$ cat src/rtl/bp_pkg.sv
// Shared types and helpers for the branch resolver: queue entry layout,
// default sizing and a saturating increment.
package bp_pkg;

  localparam int DEPTH_DEF = 4;
  localparam int CNT_W_DEF = 16;

  typedef struct packed {
    logic valid;
    logic filled;
    logic pred;
  } entry_t;

  // Increments value, holding at max_value once reached.
  function automatic logic [31:0] sat_inc(input logic [31:0] value,
                                          input logic [31:0] max_value);
    return (value >= max_value) ? max_value : value + 32'd1;
  endfunction

endpackage

$ cat src/rtl/branch_resolver_if.sv
// Pipeline/predictor-facing signal bundle of the branch resolver.
// The master side is the pipeline plus predictor; the slave side is the resolver.
interface branch_resolver_if #(
  parameter int CNT_W = 16
);

  logic             fetch_branch;
  logic             stall;
  logic             pred_request;
  logic             prediction;
  logic             resolve_valid;
  logic             resolve_taken;
  logic             pred_result;
  logic             pred_taken;
  logic             mispredict;
  logic [CNT_W-1:0] branch_count;
  logic [CNT_W-1:0] mispredict_count;
  logic             proto_err;

  modport master (
    output fetch_branch, prediction, resolve_valid, resolve_taken,
    input  stall, pred_request, pred_result, pred_taken, mispredict,
           branch_count, mispredict_count, proto_err
  );

  modport slave (
    input  fetch_branch, prediction, resolve_valid, resolve_taken,
    output stall, pred_request, pred_result, pred_taken, mispredict,
           branch_count, mispredict_count, proto_err
  );

endinterface

$ cat src/rtl/bp_sat_counter.sv
// Statistics counter that increments on inc and sticks at its maximum value.
module bp_sat_counter
  import bp_pkg::*;
#(
  parameter int CNT_W = CNT_W_DEF
) (
  input  logic             clk,
  input  logic             rst_n,
  input  logic             inc,
  output logic [CNT_W-1:0] value
);

  localparam logic [31:0] MAX_VAL = 32'((64'd1 << CNT_W) - 64'd1);

  logic [CNT_W-1:0] value_q, value_d;

  always_comb begin
    value_d = value_q;
    if (inc) value_d = CNT_W'(sat_inc(32'(value_q), MAX_VAL));
  end

  always_ff @(posedge clk or negedge rst_n) begin
    if (!rst_n) value_q <= '0;
    else        value_q <= value_d;
  end

  assign value = value_q;

endmodule

$ cat src/rtl/branch_resolver.sv
// Holds predictions for in-flight branches in order, checks them against
// resolved outcomes, trains the predictor and flushes on mispredict.
module branch_resolver
  import bp_pkg::*;
#(
  parameter int DEPTH = DEPTH_DEF,
  parameter int CNT_W = CNT_W_DEF
) (
  input  logic               clk,
  input  logic               rst_n,
  branch_resolver_if.slave   bus
);

  localparam int             PTR_W = $clog2(DEPTH);
  localparam logic [PTR_W:0] FULL  = (PTR_W + 1)'(DEPTH);

  entry_t           q_q [DEPTH];
  entry_t           q_d [DEPTH];
  logic [PTR_W-1:0] wr_ptr_q, wr_ptr_d;
  logic [PTR_W-1:0] rd_ptr_q, rd_ptr_d;
  logic [PTR_W:0]   occ_q, occ_d;
  logic             fill_pend_q, fill_pend_d;
  logic [PTR_W-1:0] fill_idx_q, fill_idx_d;
  logic             pred_result_q, pred_taken_q, mispredict_q, proto_err_q;

  entry_t head;
  logic   stall, req, legal, miss, pop, flush;

  // Stall looks only at registered occupancy, so resolve never reaches it.
  assign stall = (occ_q == FULL);
  assign req   = bus.fetch_branch & ~stall;
  assign head  = q_q[rd_ptr_q];
  assign legal = bus.resolve_valid & head.valid & head.filled;
  assign miss  = legal & (bus.resolve_taken != head.pred);
  assign pop   = legal & ~miss;
  assign flush = legal & miss;

  // NOTE: every next-state variable gets a default first so no latch is
  // inferred; later blocking assignments in this block override earlier ones.
  always_comb begin
    q_d         = q_q;
    wr_ptr_d    = wr_ptr_q;
    rd_ptr_d    = rd_ptr_q;
    occ_d       = occ_q;
    fill_pend_d = 1'b0;
    fill_idx_d  = fill_idx_q;

    if (fill_pend_q) begin
      q_d[fill_idx_q].pred   = bus.prediction;
      q_d[fill_idx_q].filled = 1'b1;
    end

    if (flush) begin
      for (int i = 0; i < DEPTH; i++) q_d[i] = '0;
      wr_ptr_d = '0;
      rd_ptr_d = '0;
      occ_d    = '0;
    end else begin
      if (pop) begin
        q_d[rd_ptr_q] = '0;
        rd_ptr_d      = rd_ptr_q + PTR_W'(1);
      end
      if (req) begin
        q_d[wr_ptr_q] = '{valid: 1'b1, filled: 1'b0, pred: 1'b0};
        wr_ptr_d      = wr_ptr_q + PTR_W'(1);
        fill_pend_d   = 1'b1;
        fill_idx_d    = wr_ptr_q;
      end
      unique case ({req, pop})
        2'b10:   occ_d = occ_q + (PTR_W + 1)'(1);
        2'b01:   occ_d = occ_q - (PTR_W + 1)'(1);
        default: occ_d = occ_q;
      endcase
    end
  end

  // NOTE: the queue storage is reset too, because each entry carries its own
  // valid bit that legality checks depend on; non-blocking assigns only here.
  always_ff @(posedge clk or negedge rst_n) begin
    if (!rst_n) begin
      for (int i = 0; i < DEPTH; i++) q_q[i] <= '0;
      wr_ptr_q      <= '0;
      rd_ptr_q      <= '0;
      occ_q         <= '0;
      fill_pend_q   <= 1'b0;
      fill_idx_q    <= '0;
      pred_result_q <= 1'b0;
      pred_taken_q  <= 1'b0;
      mispredict_q  <= 1'b0;
      proto_err_q   <= 1'b0;
    end else begin
      q_q           <= q_d;
      wr_ptr_q      <= wr_ptr_d;
      rd_ptr_q      <= rd_ptr_d;
      occ_q         <= occ_d;
      fill_pend_q   <= fill_pend_d;
      fill_idx_q    <= fill_idx_d;
      pred_result_q <= legal;
      pred_taken_q  <= legal & bus.resolve_taken;
      mispredict_q  <= miss;
      proto_err_q   <= proto_err_q | (bus.resolve_valid & ~legal);
    end
  end

  bp_sat_counter #(.CNT_W(CNT_W)) u_branch_cnt (
    .clk   (clk),
    .rst_n (rst_n),
    .inc   (legal),
    .value (bus.branch_count)
  );

  bp_sat_counter #(.CNT_W(CNT_W)) u_mispredict_cnt (
    .clk   (clk),
    .rst_n (rst_n),
    .inc   (miss),
    .value (bus.mispredict_count)
  );

  assign bus.stall        = stall;
  assign bus.pred_request = req;
  assign bus.pred_result  = pred_result_q;
  assign bus.pred_taken   = pred_taken_q;
  assign bus.mispredict   = mispredict_q;
  assign bus.proto_err    = proto_err_q;

endmodule

$ cat src/flat_wrapper.sv
// flat-port wrapper written by rule: the top's interface ports become plain ports
module branch_resolver_flat import bp_pkg::*;
#(
  parameter int DEPTH = DEPTH_DEF,
  parameter int CNT_W = CNT_W_DEF
)
  (clk, rst_n, bus_fetch_branch, bus_prediction, bus_resolve_valid, bus_resolve_taken, bus_stall, bus_pred_request, bus_pred_result, bus_pred_taken, bus_mispredict, bus_branch_count, bus_mispredict_count, bus_proto_err);
  branch_resolver_if #(.CNT_W(CNT_W)) bus_i ();
  input  logic clk;
  input  logic rst_n;
  input wire logic [$bits(bus_i.fetch_branch)-1:0] bus_fetch_branch;
  input wire logic [$bits(bus_i.prediction)-1:0] bus_prediction;
  input wire logic [$bits(bus_i.resolve_valid)-1:0] bus_resolve_valid;
  input wire logic [$bits(bus_i.resolve_taken)-1:0] bus_resolve_taken;
  output wire logic [$bits(bus_i.stall)-1:0] bus_stall;
  output wire logic [$bits(bus_i.pred_request)-1:0] bus_pred_request;
  output wire logic [$bits(bus_i.pred_result)-1:0] bus_pred_result;
  output wire logic [$bits(bus_i.pred_taken)-1:0] bus_pred_taken;
  output wire logic [$bits(bus_i.mispredict)-1:0] bus_mispredict;
  output wire logic [$bits(bus_i.branch_count)-1:0] bus_branch_count;
  output wire logic [$bits(bus_i.mispredict_count)-1:0] bus_mispredict_count;
  output wire logic [$bits(bus_i.proto_err)-1:0] bus_proto_err;
  assign bus_i.fetch_branch = bus_fetch_branch;
  assign bus_i.prediction = bus_prediction;
  assign bus_i.resolve_valid = bus_resolve_valid;
  assign bus_i.resolve_taken = bus_resolve_taken;
  assign bus_stall = bus_i.stall;
  assign bus_pred_request = bus_i.pred_request;
  assign bus_pred_result = bus_i.pred_result;
  assign bus_pred_taken = bus_i.pred_taken;
  assign bus_mispredict = bus_i.mispredict;
  assign bus_branch_count = bus_i.branch_count;
  assign bus_mispredict_count = bus_i.mispredict_count;
  assign bus_proto_err = bus_i.proto_err;
  branch_resolver #(.DEPTH(DEPTH), .CNT_W(CNT_W)) u_core (.clk(clk), .rst_n(rst_n), .bus(bus_i));
endmodule
$ cat config.mk
export PLATFORM = sky130hd
export DESIGN_NAME = branch_resolver_flat
export DESIGN_NICKNAME = d
export VERILOG_FILES = /design/src/rtl/bp_pkg.sv /design/src/rtl/branch_resolver_if.sv /design/src/rtl/bp_sat_counter.sv /design/src/rtl/branch_resolver.sv /design/src/flat_wrapper.sv
export SDC_FILE = /design/constraint.sdc
export NUM_CORES = 1
export LEC_CHECK = 0
export ABC_AREA = 1
export CAP_MARGIN = 10
export CELL_PAD_IN_SITES_DETAIL_PLACEMENT = 0
export CELL_PAD_IN_SITES_GLOBAL_PLACEMENT = 1
export CORE_MARGIN = 4
export CORE_UTILIZATION = 30
export CTS_BUF_LIST = sky130_fd_sc_hd__clkbuf_16
export DETAILED_ROUTE_END_ITERATION = 7
export HOLD_SLACK_MARGIN = 0.08
export PLACE_DENSITY_LB_ADDON = 0.1
export SLEW_MARGIN = 20
export SYNTH_ARGS = -nofsm -noshare
export SYNTH_HDL_FRONTEND = slang
export SYNTH_SLANG_ARGS = --single-unit
$ cat constraint.sdc
create_clock -name clk -period 3.1 [get_ports clk]
set_clock_uncertainty 0.1 [all_clocks]
set_input_delay 0.93 -clock clk [delete_from_list [all_inputs] [get_ports clk]]
set_output_delay 0.93 -clock clk [all_outputs]
set_load 0.03 [all_outputs]
==> impl_metrics.json <==
{
  "cp-start-kind": "input pin",
  "syn_to_final_growth_pct": 26.60,
  "core_mm2": 0.01042,
  "cp_max_fo": 4,
  "p_seq_frac": 0.362,
  "synth_nets": 426,
  "fp.dieW_um": 111.9,
  "seq_area_frac_synth": 0.4479,
  "whs_ns": 0.3742,
  "p_per_area_mw_per_mm2": 783.3,
  "finalHoldViolations": 0,
  "start_util": 0.3111,
  "grt_overflow_total": 0,
  "netlist_area_mm2": 0.003241,
  "antenna_found_initial": 0,
  "cts_max_path_buffers": 2,
  "cts_made_buffers": 9,
  "routabilityCongestion": 0.7370,
  "via_per_inst": 4.566,
  "drive_gt1_frac": 0.09362,
  "grt_pass1_vias": 2680,
  "power.share.clock": 0.266,
  "place_area_mm2": 0.003849,
  "grt.total_usage": 0.1331,
  "rsz0062_at_grt": "no",
  "layout_common_cells": "109 x nand2_1, 63 x nand3_1, 58 x dfrtp_1, 48 x inv_1, 41 x clkdlybuf4s50_1",
  "hold_buffers": 0,
  "final_net_count": 483,
  "worst_hold_path_type": "register to register",
  "clk_latency_ns": 0.32,
  "synthDistinctLibCells": 35,
  "p_switching_mw": 1.253,
  "grt_max_degree": 29,
  "dieArea_mm2": 0.01253,
  "post-route-drc-count": 0,
  "num_vias": 2767,
  "dp_hpwl_um": 5714,
  "root_buffer": "clkbuf_16",
  "cts_max_level": 3,
  "drt_first_pass_iters": 4,
  "yosysTopAreaCell": "dfrtp_1",
  "worst_pin_slew_ns": 0.5190,
  "io_buffers": 43,
  "worstSetupPathType": "input pin to output pin",
  "totalWireLength_um": 7850,
  "stdcell_count": 606,
  "diodes": 0,
  "cts_resized": 0,
  "synth_area_leaders": "dfrtp_1 45%, nand2_1 13%, nand3_1 9.7%, inv_1 5.3%, ha_1 4.2%",
  "final_common_cell": "nand2_1",
  "syn_avg_cell_area_um2": 7.943,
  "setup_viol": 0,
  "max_cap_viol_count": 0,
  "power.static_leakage_nw": 1.942,
  "arrival_ns": 1.78,
  "fmax_mhz": 356.4,
  "end_kind": "output pin",
  "place_inst": 590,
  "irDropWorstVdd_uv": 262.3,
  "grt_pass1_wl_um": 13520,
  "worstPathRequired_ns": 2.07,
  "postSynthCellCount": 408,
  "wl_per_cell_um": 12.95,
  "netSwitchingFraction": 0.3900,
  "clkTransAtPathRegs_ns": 0.05,
  "finalCriticalPeriod_ns": 2.806,
  "die_h_um": 111.9,
  "combPwrFrac": 0.372,
  "cts_tree": "done",
  "fin_crit_sh": 0.9051,
  "clkSinkCount": 58,
  "io_pins": 44,
  "p_int_mw": 1.960,
  "drtIter0Drc": 71,
  "maxSlewHeadroom": 0.6540,
  "status": "finished clean",
  "drv_slew": 0,
  "post-cts-setup-buffers": 0,
  "yosys_warnings": 0,
  "ys_seq_elements": 58,
  "ant_nets": 0,
  "final_util": 0.3939,
  "yosysTopAreaCellShare": 0.4479,
  "std_cell_rows": 37,
  "stdcell_area_mm2": 0.004103
}
[layer usage]
| metal | track usage | routed length [um] | vias up |
|---|---|---|---|
| li1 | - | - | 1439 |
| met1 | 0.1757 | 3805 | 1274 |
| met2 | 0.2122 | 3610 | 45 |
| met3 | 0.03641 | 335 | 9 |
| met4 | 0.04327 | 97 | 0 |
| met5 | 0 | 0 | - |
[cell usage after synthesis]
| cell | n |
|---|---|
| nand2_1 | 109 |
| nand3_1 | 63 |
| dfrtp_1 | 58 |
| inv_1 | 46 |
| nor2_1 | 29 |
| o21ai_0 | 21 |
| ha_1 | 11 |
| nor3_1 | 10 |
| nand3b_1 | 7 |
| a21oi_1 | 6 |
| buf_6 | 4 |
| nand3_2 | 4 |
| nand4_1 | 4 |
| o21ai_1 | 4 |
| or2_2 | 4 |
| xor2_1 | 4 |
| buf_2 | 3 |
| buf_4 | 2 |
| nor3_2 | 2 |
| xnor2_1 | 2 |
| clkinv_1 | 1 |
| fa_1 | 1 |
| inv_2 | 1 |
| inv_4 | 1 |
| nand2_2 | 1 |
| nand2_4 | 1 |
| nand3_4 | 1 |
| nor2_2 | 1 |
| nor2_8 | 1 |
| nor3_4 | 1 |
| nor3b_1 | 1 |
| o211ai_1 | 1 |
| o21a_1 | 1 |
| o21ai_2 | 1 |
| o21bai_1 | 1 |
[registers in the layout (all words and copies together) (netlist names)]
signal,count
u_core.fill_idx_q,2
u_core.q_q,12
u_core.bus.proto_err,1
u_core.bus.pred_taken,1
u_core.wr_ptr_q,2
u_core.bus.pred_result,1
u_core.fill_pend_q,1
u_core.rd_ptr_q,2
u_core.u_branch_cnt.value,16
u_core.occ_q,3
u_core.u_mispredict_cnt.value,16
u_core.bus.mispredict,1
[final cells by class]
| cell class | count | area (um2) |
|---|---|---|
| repair buffers | 55 | 513.0 |
| clock buffers | 9 | 225.2 |
| fillers | 1103 | 6314 |
| multi-input cells | 292 | 1528 |
| flip-flops and latches | 58 | 1451 |
| well taps | 136 | 170.2 |
| inverters | 49 | 186.4 |
| clock inverters | 7 | 28.78 |
[critical path, stage by stage]
cell and delay, ns:
clkdlybuf4s50_1 0.39, nand2_1 0.16, clkinv_1 0.11, buf_4 0.18
[kinds of logic (layout without fill, tap and decap cells)]
family          after synthesis  in the layout  synth area share
compound gates               35             35           0.05753
xor+xnor                      6              6           0.01622
fa+ha+maj                    12             12           0.04865
buf+inv                      58            120           0.08069
flops                        58             58            0.4479
simple gates                239            239            0.3490
[final timing paths]
check	cells after the start	slack (ns)	end	from
max in group asynchronous	2	1.65	u_core.wr_ptr_q[0]	rst_n
min reg2reg	1	0.37	u_core.bus.proto_err	u_core.bus.proto_err
min	1	0.37	u_core.bus.proto_err	u_core.bus.proto_err
max reg2reg	16	0.59	u_core.occ_q[2]	u_core.rd_ptr_q[0]
min in group asynchronous	1	0.48	u_core.u_branch_cnt.value[9]	rst_n
max	4	0.29	bus_pred_request	bus_fetch_branch
[power by group through the flow]
stage	clock (mW)	combinational [mW]	sequential [mW]
final	0.854	1.20	1.16
after global placement	0	1.20	1.18
after detailed placement	0	1.21	1.17
after CTS	0.890	1.22	1.16
after global routing	0.929	1.35	1.20
after floorplan	0	0.676	1.30
[metrics by stage]
stage / TNS [ns] / setup WS [ns] / total power [mW]
floorplan: 0 / 0.5287 / 1.975
finish: 0 / 0.2943 / 3.214
detailed placement: -0.004466 / -0.004466 / 2.387
CTS: 0 / 0.2832 / 3.273
global placement: 0 / 0.02645 / 2.380
global route: 0 / 0.1895 / 3.476
Power figures use the tool's default switching activity.
